### src/rtl/native_bus_pkg.sv
`default_nettype none
// +----------------------------------------------------------------------+
// | native_bus_pkg: shared types for the native memory-port arbiter.      |
// | Revision: 1.0                                                         |
// +----------------------------------------------------------------------+
package native_bus_pkg;

  localparam int NATIVE_ADDR_W = 32;
  localparam int NATIVE_DATA_W = 32;

  typedef enum logic [1:0] {
    IDLE  = 2'd0,
    BUSY0 = 2'd1,
    BUSY1 = 2'd2
  } arb_state_t;

  typedef struct packed {
    logic                     rw;
    logic [NATIVE_ADDR_W-1:0] addr;
    logic [NATIVE_DATA_W-1:0] wrdata;
  } native_req_t;

endpackage
`default_nettype wire

### src/rtl/native_rr_pick.sv
`default_nettype none
// +----------------------------------------------------------------------+
// | native_rr_pick: combinational two-way round-robin chooser.            |
// | Revision: 1.0                                                         |
// +----------------------------------------------------------------------+
module native_rr_pick (
  input  logic [1:0] req,
  input  logic       last_grant,
  output logic       any,
  output logic       winner
);

  // On a tie the requester that did not win last time is chosen.
  always_comb begin
    any    = |req;
    winner = req[1] & (~req[0] | ~last_grant);
  end

endmodule
`default_nettype wire

### src/rtl/native_mem_arbiter.sv
`default_nettype none
// +----------------------------------------------------------------------+
// | native_mem_arbiter: fetch/LSU round-robin arbiter with bus timeout.   |
// | Revision: 1.0                                                         |
// +----------------------------------------------------------------------+
module native_mem_arbiter
  import native_bus_pkg::*;
#(
  parameter int ADDR_W         = NATIVE_ADDR_W,
  parameter int DATA_W         = NATIVE_DATA_W,
  parameter int TIMEOUT_CYCLES = 1024,
  parameter int CNT_W          = 11
) (
  input  logic              aclk,
  input  logic              reset,
  input  logic              s0_valid,
  input  logic              s0_rw,
  input  logic [ADDR_W-1:0] s0_addr,
  input  logic [DATA_W-1:0] s0_wrdata,
  output logic              s0_ready,
  output logic              s0_err,
  input  logic              s1_valid,
  input  logic              s1_rw,
  input  logic [ADDR_W-1:0] s1_addr,
  input  logic [DATA_W-1:0] s1_wrdata,
  output logic              s1_ready,
  output logic              s1_err,
  output logic [DATA_W-1:0] s_rdata,
  output logic              m_valid,
  output logic              m_rw,
  output logic [ADDR_W-1:0] m_addr,
  output logic [DATA_W-1:0] m_wrdata,
  input  logic              m_ready,
  input  logic [DATA_W-1:0] m_rdata,
  output logic              grant_id
);

  localparam bit             c_TO_EN       = (TIMEOUT_CYCLES > 0);
  localparam int             c_TO_LAST_INT = (TIMEOUT_CYCLES > 0) ? TIMEOUT_CYCLES - 1 : 0;
  localparam logic [CNT_W-1:0] c_TO_LAST   = c_TO_LAST_INT[CNT_W-1:0];
  localparam logic [CNT_W-1:0] c_CNT_MAX   = '1;

  arb_state_t       r_state;
  arb_state_t       w_state_nxt;
  native_req_t      r_req;
  native_req_t      w_win_req;
  logic             r_last_grant;
  logic             r_grant_id;
  logic [CNT_W-1:0] r_cnt;
  logic             w_any;
  logic             w_winner;
  logic             w_timeout;

  native_rr_pick u_pick (
    .req        ({s1_valid, s0_valid}),
    .last_grant (r_last_grant),
    .any        (w_any),
    .winner     (w_winner)
  );

  always_comb begin
    w_win_req.rw     = w_winner ? s1_rw     : s0_rw;
    w_win_req.addr   = w_winner ? s1_addr   : s0_addr;
    w_win_req.wrdata = w_winner ? s1_wrdata : s0_wrdata;
  end

  // Only evaluated in BUSY states; m_ready on the final cycle takes priority.
  assign w_timeout = c_TO_EN && !m_ready && (r_cnt == c_TO_LAST);

  always_ff @(posedge aclk) begin
    if (reset) r_state <= IDLE;
    else       r_state <= w_state_nxt;
  end

  always_comb begin
    w_state_nxt = r_state;
    unique case (r_state)
      IDLE:         if (w_any) w_state_nxt = w_winner ? BUSY1 : BUSY0;
      BUSY0, BUSY1: if (m_ready || w_timeout) w_state_nxt = IDLE;
      default:      w_state_nxt = IDLE;
    endcase
  end

  always_comb begin
    m_valid  = 1'b0;
    s0_ready = 1'b0;
    s1_ready = 1'b0;
    s0_err   = 1'b0;
    s1_err   = 1'b0;
    unique case (r_state)
      BUSY0: begin
        m_valid  = 1'b1;
        s0_ready = m_ready | w_timeout;
        s0_err   = w_timeout;
      end
      BUSY1: begin
        m_valid  = 1'b1;
        s1_ready = m_ready | w_timeout;
        s1_err   = w_timeout;
      end
      default: ;
    endcase
  end

  // Request latch and stall counter; the counter saturates rather than wrapping.
  always_ff @(posedge aclk) begin
    if (reset) begin
      r_req        <= '0;
      r_last_grant <= 1'b1;
      r_grant_id   <= 1'b0;
      r_cnt        <= '0;
    end else if (r_state == IDLE) begin
      if (w_any) begin
        r_req        <= w_win_req;
        r_last_grant <= w_winner;
        r_grant_id   <= w_winner;
        r_cnt        <= '0;
      end
    end else if (!m_ready && (r_cnt != c_CNT_MAX)) begin
      r_cnt <= r_cnt + CNT_W'(1);
    end
  end

  assign m_rw     = r_req.rw;
  assign m_addr   = r_req.addr;
  assign m_wrdata = r_req.wrdata;
  assign s_rdata  = m_rdata;
  assign grant_id = r_grant_id;

endmodule
`default_nettype wire

### config.mk
export PLATFORM = sky130hd
export DESIGN_NAME = native_mem_arbiter
export DESIGN_NICKNAME = d
export VERILOG_FILES = /design/src/rtl/native_bus_pkg.sv /design/src/rtl/native_rr_pick.sv /design/src/rtl/native_mem_arbiter.sv
export SDC_FILE = /design/constraint.sdc
export NUM_CORES = 1
export LEC_CHECK = 0
export ABC_AREA = 1
export CORE_MARGIN = 4
export CORE_UTILIZATION = 37
export CTS_BUF_LIST = sky130_fd_sc_hd__clkbuf_4
export DETAILED_ROUTE_END_ITERATION = 10
export GPL_TIMING_DRIVEN = 0
export MAX_ROUTING_LAYER = met4
export PLACE_DENSITY_LB_ADDON = 0.15
export SETUP_SLACK_MARGIN = 0.05
export SKIP_CTS_REPAIR_TIMING = 1
export SLEW_MARGIN = 20
export SYNTH_ARGS = -nofsm -noshare
export SYNTH_HDL_FRONTEND = slang
export SYNTH_SLANG_ARGS = --single-unit
### constraint.sdc
create_clock -name aclk -period 2.13 [get_ports aclk]
set_clock_uncertainty 0.2 [all_clocks]
set_input_delay 0.5325 -clock aclk [delete_from_list [all_inputs] [get_ports aclk]]
set_output_delay 0.5325 -clock aclk [all_outputs]
set_load 0.01 [all_outputs]
After elaboration in Yosys (flattened, before gate mapping)
Cells that the tools add are included.
{"block": "classes", "n_addsub": 1, "n_eq_ne": 6, "n_mux": 15, "n_bitwise": 5, "reduce_logical": 11}
{"operator": "32-bit 2-to-1 mux", "count": 2}
{"operator": "11-bit 2-to-1 mux", "count": 3}
{"operator": "11-bit by 1-bit adder with 11-bit output (second input constant)", "count": 1}
{"operator": "11-bit by 10-bit equality test with 1-bit output (second input constant)", "count": 1}
{"operator": "11-bit != test (second input constant)", "count": 1}
{"operator": "1-bit 2-to-1 mux", "count": 6}
{"operator": "2-bit 2-to-1 mux", "count": 3}
{"operator": "2-bit AND reduction", "count": 3}
{"operator": "2-bit by 1-bit != test with 1-bit output (second input constant)", "count": 2}
{"operator": "2-bit one-hot mux with 2 select lines", "count": 1}
{"operator": "2-bit OR reduction", "count": 2}
{"operator": "2-bit by 1-bit equality test with 1-bit output (second input constant)", "count": 1}
{"operator": "2-bit equality test (second input constant)", "count": 1}
{"operator": "1-bit logical AND", "count": 2}
{"operator": "2-bit logical NOT", "count": 1}
{"operator": "1-bit NOT", "count": 2}
{"operator": "1-bit OR", "count": 2}
{"operator": "2-bit nonzero test", "count": 1}
{"operator": "1-bit bitwise AND", "count": 1}
{"operator": "1-bit logical NOT", "count": 1}
{"operator": "1-bit logical OR", "count": 1}
{"block": "word_totals", "ff_bits": 80, "in_bits": 167, "output_inout_bits": 103, "elab_cells": 45}

Logic depth before layout (Yosys ltp)
{"block": "logic_depth", "ltp_word": 6, "mapped_depth": 10, "mapped_depth_nobuf": 10}

Hierarchy
From an unflattened synthesis, not the netlist that was laid out.
{"block": "hier_totals", "cells_unflattened": 524, "hier_area_um2": 3722.3}
{"module": "native_mem_arbiter", "n_inst": 1, "cells_each": 521, "area_each_um2": 3707.3, "seq_area_each_um2": 1601.5}
{"module": "native_rr_pick", "n_inst": 1, "cells_each": 3, "area_each_um2": 15.0, "seq_area_each_um2": 0.0}

Least setup slack after synthesis
No wires, ideal clock.
{"block": "synth_timing", "path_type": "register to output", "start": "reg r_cnt[0]", "end": "out s0_err", "t_arrival_ns": 1.192, "t_required_ns": 1.397, "slack_ns": 0.206, "stages_incl_launch_ff": 8, "path_buffers": 0, "cell_sequence": "dfxtp_1 > ha_1 > nand2_1 > nor2_2 > nand2_1 > inv_1 > nand3_1 > nor2_1"}
{"block": "synth_between", "elab_chain_len": 3}
{"element": "from (decl)", "line_no": "native_mem_arbiter.sv:49", "source": "logic [CNT_W-1:0] r_cnt;"}
{"element": "from (signal assigned)", "line_no": "native_mem_arbiter.sv:120", "source": "r_cnt <= r_cnt + CNT_W'(1);"}
{"element": "11-bit by 10-bit equality test with 1-bit output", "line_no": "native_mem_arbiter.sv:68", "source": "assign w_timeout = c_TO_EN && !m_ready && (r_cnt == c_TO_LAST);"}
{"element": "1-bit logical AND", "line_no": "native_mem_arbiter.sv:68"}
{"element": "1-bit 2-to-1 mux", "line_no": "native_mem_arbiter.sv:90", "source": "unique case (r_state)"}
{"element": "to (decl)", "line_no": "native_mem_arbiter.sv:21", "source": "output logic s0_err,"}
Every way passes these cells.

Worst setup path after layout
{"block": "layout_timing", "start": "reg r_cnt[1]", "end": "out s1_err"}
{"block": "layout_between", "elab_chain_len": 3}
{"element": "11-bit by 10-bit equality test with 1-bit output", "line_no": "native_mem_arbiter.sv:68"}
{"element": "1-bit logical AND", "line_no": "native_mem_arbiter.sv:68"}
{"element": "1-bit 2-to-1 mux", "line_no": "native_mem_arbiter.sv:90"}
{"element": "to (decl)", "line_no": "native_mem_arbiter.sv:27", "source": "output logic s1_err,"}
Every way passes these cells.

==> results.json <==
{
  "status": "complete, but fails checks",
  "failed_checks": "setup timing",
  "leakage_nw": 3.63,
  "die_h_um": 112,
  "ys_types": 24,
  "relSlewSlack": 0.652,
  "wl_per_cell_um": 15.3,
  "place_hpwl_um": 11200,
  "p_per_area_nw_per_um2": 608,
  "htree_levels": 3,
  "grt_usage": 0.216,
  "hold_path.class": "reg -> reg",
  "crit_required_ns": 1.40,
  "cts_buffers": 9,
  "power.internal_mw": 2.82,
  "nNetsFinal": 960,
  "synth-seq-cells": 80,
  "grt_pass1_vias": 4515,
  "antennaDiodeCount": 0,
  "ys_warn_count": 0,
  "grt_first_pass_wirelength_um": 21700,
  "cts.reportedPaths.clkPinSlew_ns": 0.15,
  "clk_path_buf_depth": 2,
  "drv_cap": 0,
  "drtIter0Drc": 183,
  "pwr-share-comb": 0.391,
  "fmax_mhz": 411,
  "drc_errors": 0,
  "synthCells": 535,
  "setup_viol": 4,
  "layout-drive-gt1-share": 0.141,
  "worst-path-max-fanout": 5,
  "worstSetupEndpointType": "primary output",
  "placed_cells": 907,
  "hold_viol_final": 0,
  "avgSynthCellArea_sq_um": 7.51,
  "grt_max_degree": 16,
  "cts_root_buf": "clkbuf_4",
  "finalCriticalPeriod_ns": 2.43,
  "syn-num-nets": 706,
  "clock_power_share": 0.194,
  "synth-seq-area-share": 0.398,
  "clk_latency_ns": 0.41,
  "die_w_um": 112,
  "syn_area_sq_um": 4020,
  "p_sw_mw": 1.41,
  "tightest_slew_ns": 0.522,
  "core_sq_um": 10500,
  "grt_overflow": 0,
  "worstPathArrival_ns": 1.70,
  "finalWirelength_um": 14200,
  "firstDrtPassIters": 4,
  "rsz0062_at_grt": "true",
  "grt_antenna_before_repair": 0,
  "initial_core_util": 0.384,
  "postRouteAntennaNets": 0,
  "maxSlewViolCount": 0,
  "area_delta_synth_final_pct": 72.6,
  "layout.cells.non_filler": 930,
  "die-area_sq_um": 12600,
  "worstSetupPathType": "reg -> out",
  "setup_ws_ns": -0.302,
  "boundaryPins": 270,
  "gp_congestion": 0.811,
  "min_period_over_period": 1.14,
  "cts_tree": "yes",
  "port-buffer-count": 236,
  "p_sw_frac": 0.333,
  "rows": 37,
  "via_per_inst": 4.91,
  "power.share.sequential": 0.416,
  "cp-start-kind": "register",
  "vias": 4568,
  "power_mw": 4.22,
  "max-vdd-ir-drop_v": 0.000381,
  "clock_sinks": 80
}
==> flip-flops by register name, summed over array words and instances, names as in the netlist <==
name / count
m_wrdata: 32
r_last_grant: 1
m_addr: 32
r_cnt: 11
grant_id: 1
r_state: 2
m_rw: 1
==> area by class of cell <==
class	instances	area, sq um
Timing Repair Buffer	243	2550
Tap cell	136	170
Multi-Input combinational cell	361	1930
Clock buffer	9	67.6
Sequential cell	80	1620
Fill cell	928	3520
Buffer	69	453
Inverter	25	93.8
Clock inverter	7	53.8
==> stage by stage <==
step           setup TNS (ns)  setup WS, ns  instance area (sq um)   util  hold slack, ns
2_1_floorplan               0         0.206                   4020      -           0.242
3_3_place_gp            -8.88        -0.419                   6550  0.626           0.251
3_5_place_dp           -11.32        -0.444                   6550  0.626           0.256
4_1_cts                 -4.10        -0.933                   6670  0.638           0.275
5_1_grt                 -1.56        -0.418                   6940  0.663           0.289
6_report                -1.12        -0.302                   6940  0.663           0.271
==> kinds of logic (layout without fill, tap and decap cells) <==
| logic type | Yosys count | count (layout) | synth area share |
|---|---|---|---|
| buffers and inverters | 94 | 353 | 0.136 |
| AOI/OAI and AO/OA | 213 | 213 | 0.306 |
| adders and majority gates | 4 | 4 | 0.0124 |
| and+or+nand+nor | 144 | 144 | 0.148 |
| DFF | 80 | 80 | 0.398 |
==> placed cells by master (no fill, tap or decap) <==
cell type / netlist / layout
clkdlybuf4s50_1: 0 / 166
nand2_1: 103 / 100
a21oi_1: 75 / 75
dfxtp_1: 80 / 73
o21bai_1: 65 / 65
dlymetal6s2s_1: 0 / 65
o21ai_1: 52 / 52
buf_4: 34 / 41
buf_2: 16 / 21
o21ai_0: 21 / 21
inv_1: 22 / 20
nor2_1: 21 / 17
nand3_1: 13 / 11
clkbuf_1: 9 / 9
clkbuf_4: 0 / 9
buf_6: 6 / 6
dfxtp_2: 0 / 5
nor2_2: 1 / 4
nand2_2: 2 / 4
inv_2: 2 / 4
inv_6: 0 / 4
nand3_2: 1 / 3
buf_1: 3 / 3
nand2_4: 1 / 2
clkinv_1: 1 / 2
ha_4: 0 / 2
ha_1: 4 / 2
clkinvlp_4: 0 / 2
dfxtp_4: 0 / 2
nor2_4: 0 / 1
clkbuf_2: 1 / 1
nor3_1: 1 / 1
nand3_4: 1 / 1
==> synthesized netlist by cell type <==
| cell | number | area [sq um] |
|---|---|---|
| nand3_4 | 1 | 17.5 |
| ha_1 | 4 | 50.1 |
| clkbuf_2 | 1 | 5.00 |
| inv_2 | 2 | 7.51 |
| nand2_4 | 1 | 11.3 |
| nor2_1 | 21 | 78.8 |
| o21ai_1 | 52 | 260 |
| buf_2 | 16 | 80.1 |
| clkbuf_1 | 9 | 33.8 |
| nor2_2 | 1 | 6.26 |
| nand2_2 | 2 | 12.5 |
| o21ai_0 | 21 | 105 |
| buf_4 | 34 | 255 |
| nand2_1 | 103 | 387 |
| nor3_1 | 1 | 5.00 |
| nand3_2 | 1 | 10.0 |
| buf_6 | 6 | 67.6 |
| o21bai_1 | 65 | 488 |
| nand3_1 | 13 | 65.1 |
| a21oi_1 | 75 | 375 |
| clkinv_1 | 1 | 3.75 |
| inv_1 | 22 | 82.6 |
| dfxtp_1 | 80 | 1600 |
| buf_1 | 3 | 11.3 |
==> worst max-delay path, cell delays in order, from the launching register on <==
cell     delay [ns]
dfxtp_4        0.39
ha_4           0.15
nand2_4        0.06
nor2_4         0.20
nand2_2        0.10
inv_2          0.08
nand3_2        0.07
nor2_1         0.10
buf_2          0.14
==> power by group through the flow <==
stage,sequential (mW),combinational [mW],clock [mW]
detailed placement,1.79,1.68,0
finish,1.76,1.65,0.817
floorplan,1.86,0.748,0
global route,1.78,1.79,0.904
global placement,1.79,1.65,0
CTS,1.76,1.69,0.832
==> final timing paths <==
kind | start | endpoint | slack [ns] | depth (start not counted)
min reg2reg | m_addr[21]$_SDFFE_PP0P_ | m_addr[21]$_SDFFE_PP0P_ | 0.27 | 2
max | r_cnt[1]$_SDFFE_PP0P_ | s1_err | -0.30 | 8
min | m_addr[21]$_SDFFE_PP0P_ | m_addr[21]$_SDFFE_PP0P_ | 0.27 | 2
max reg2reg | r_cnt[1]$_SDFFE_PP0P_ | r_cnt[5]$_SDFFE_PP0P_ | 0.20 | 12
==> metal layers <==
layer / wire (um) / share of wire / GRT usage
met5: 0 / 0 / -
met4: 244 / 0.017 / 0.0545
met3: 1100 / 0.078 / 0.0615
met2: 7530 / 0.53 / 0.396
met1: 5330 / 0.38 / 0.228
No activity file was read; power rests on OpenSTA's default activity.
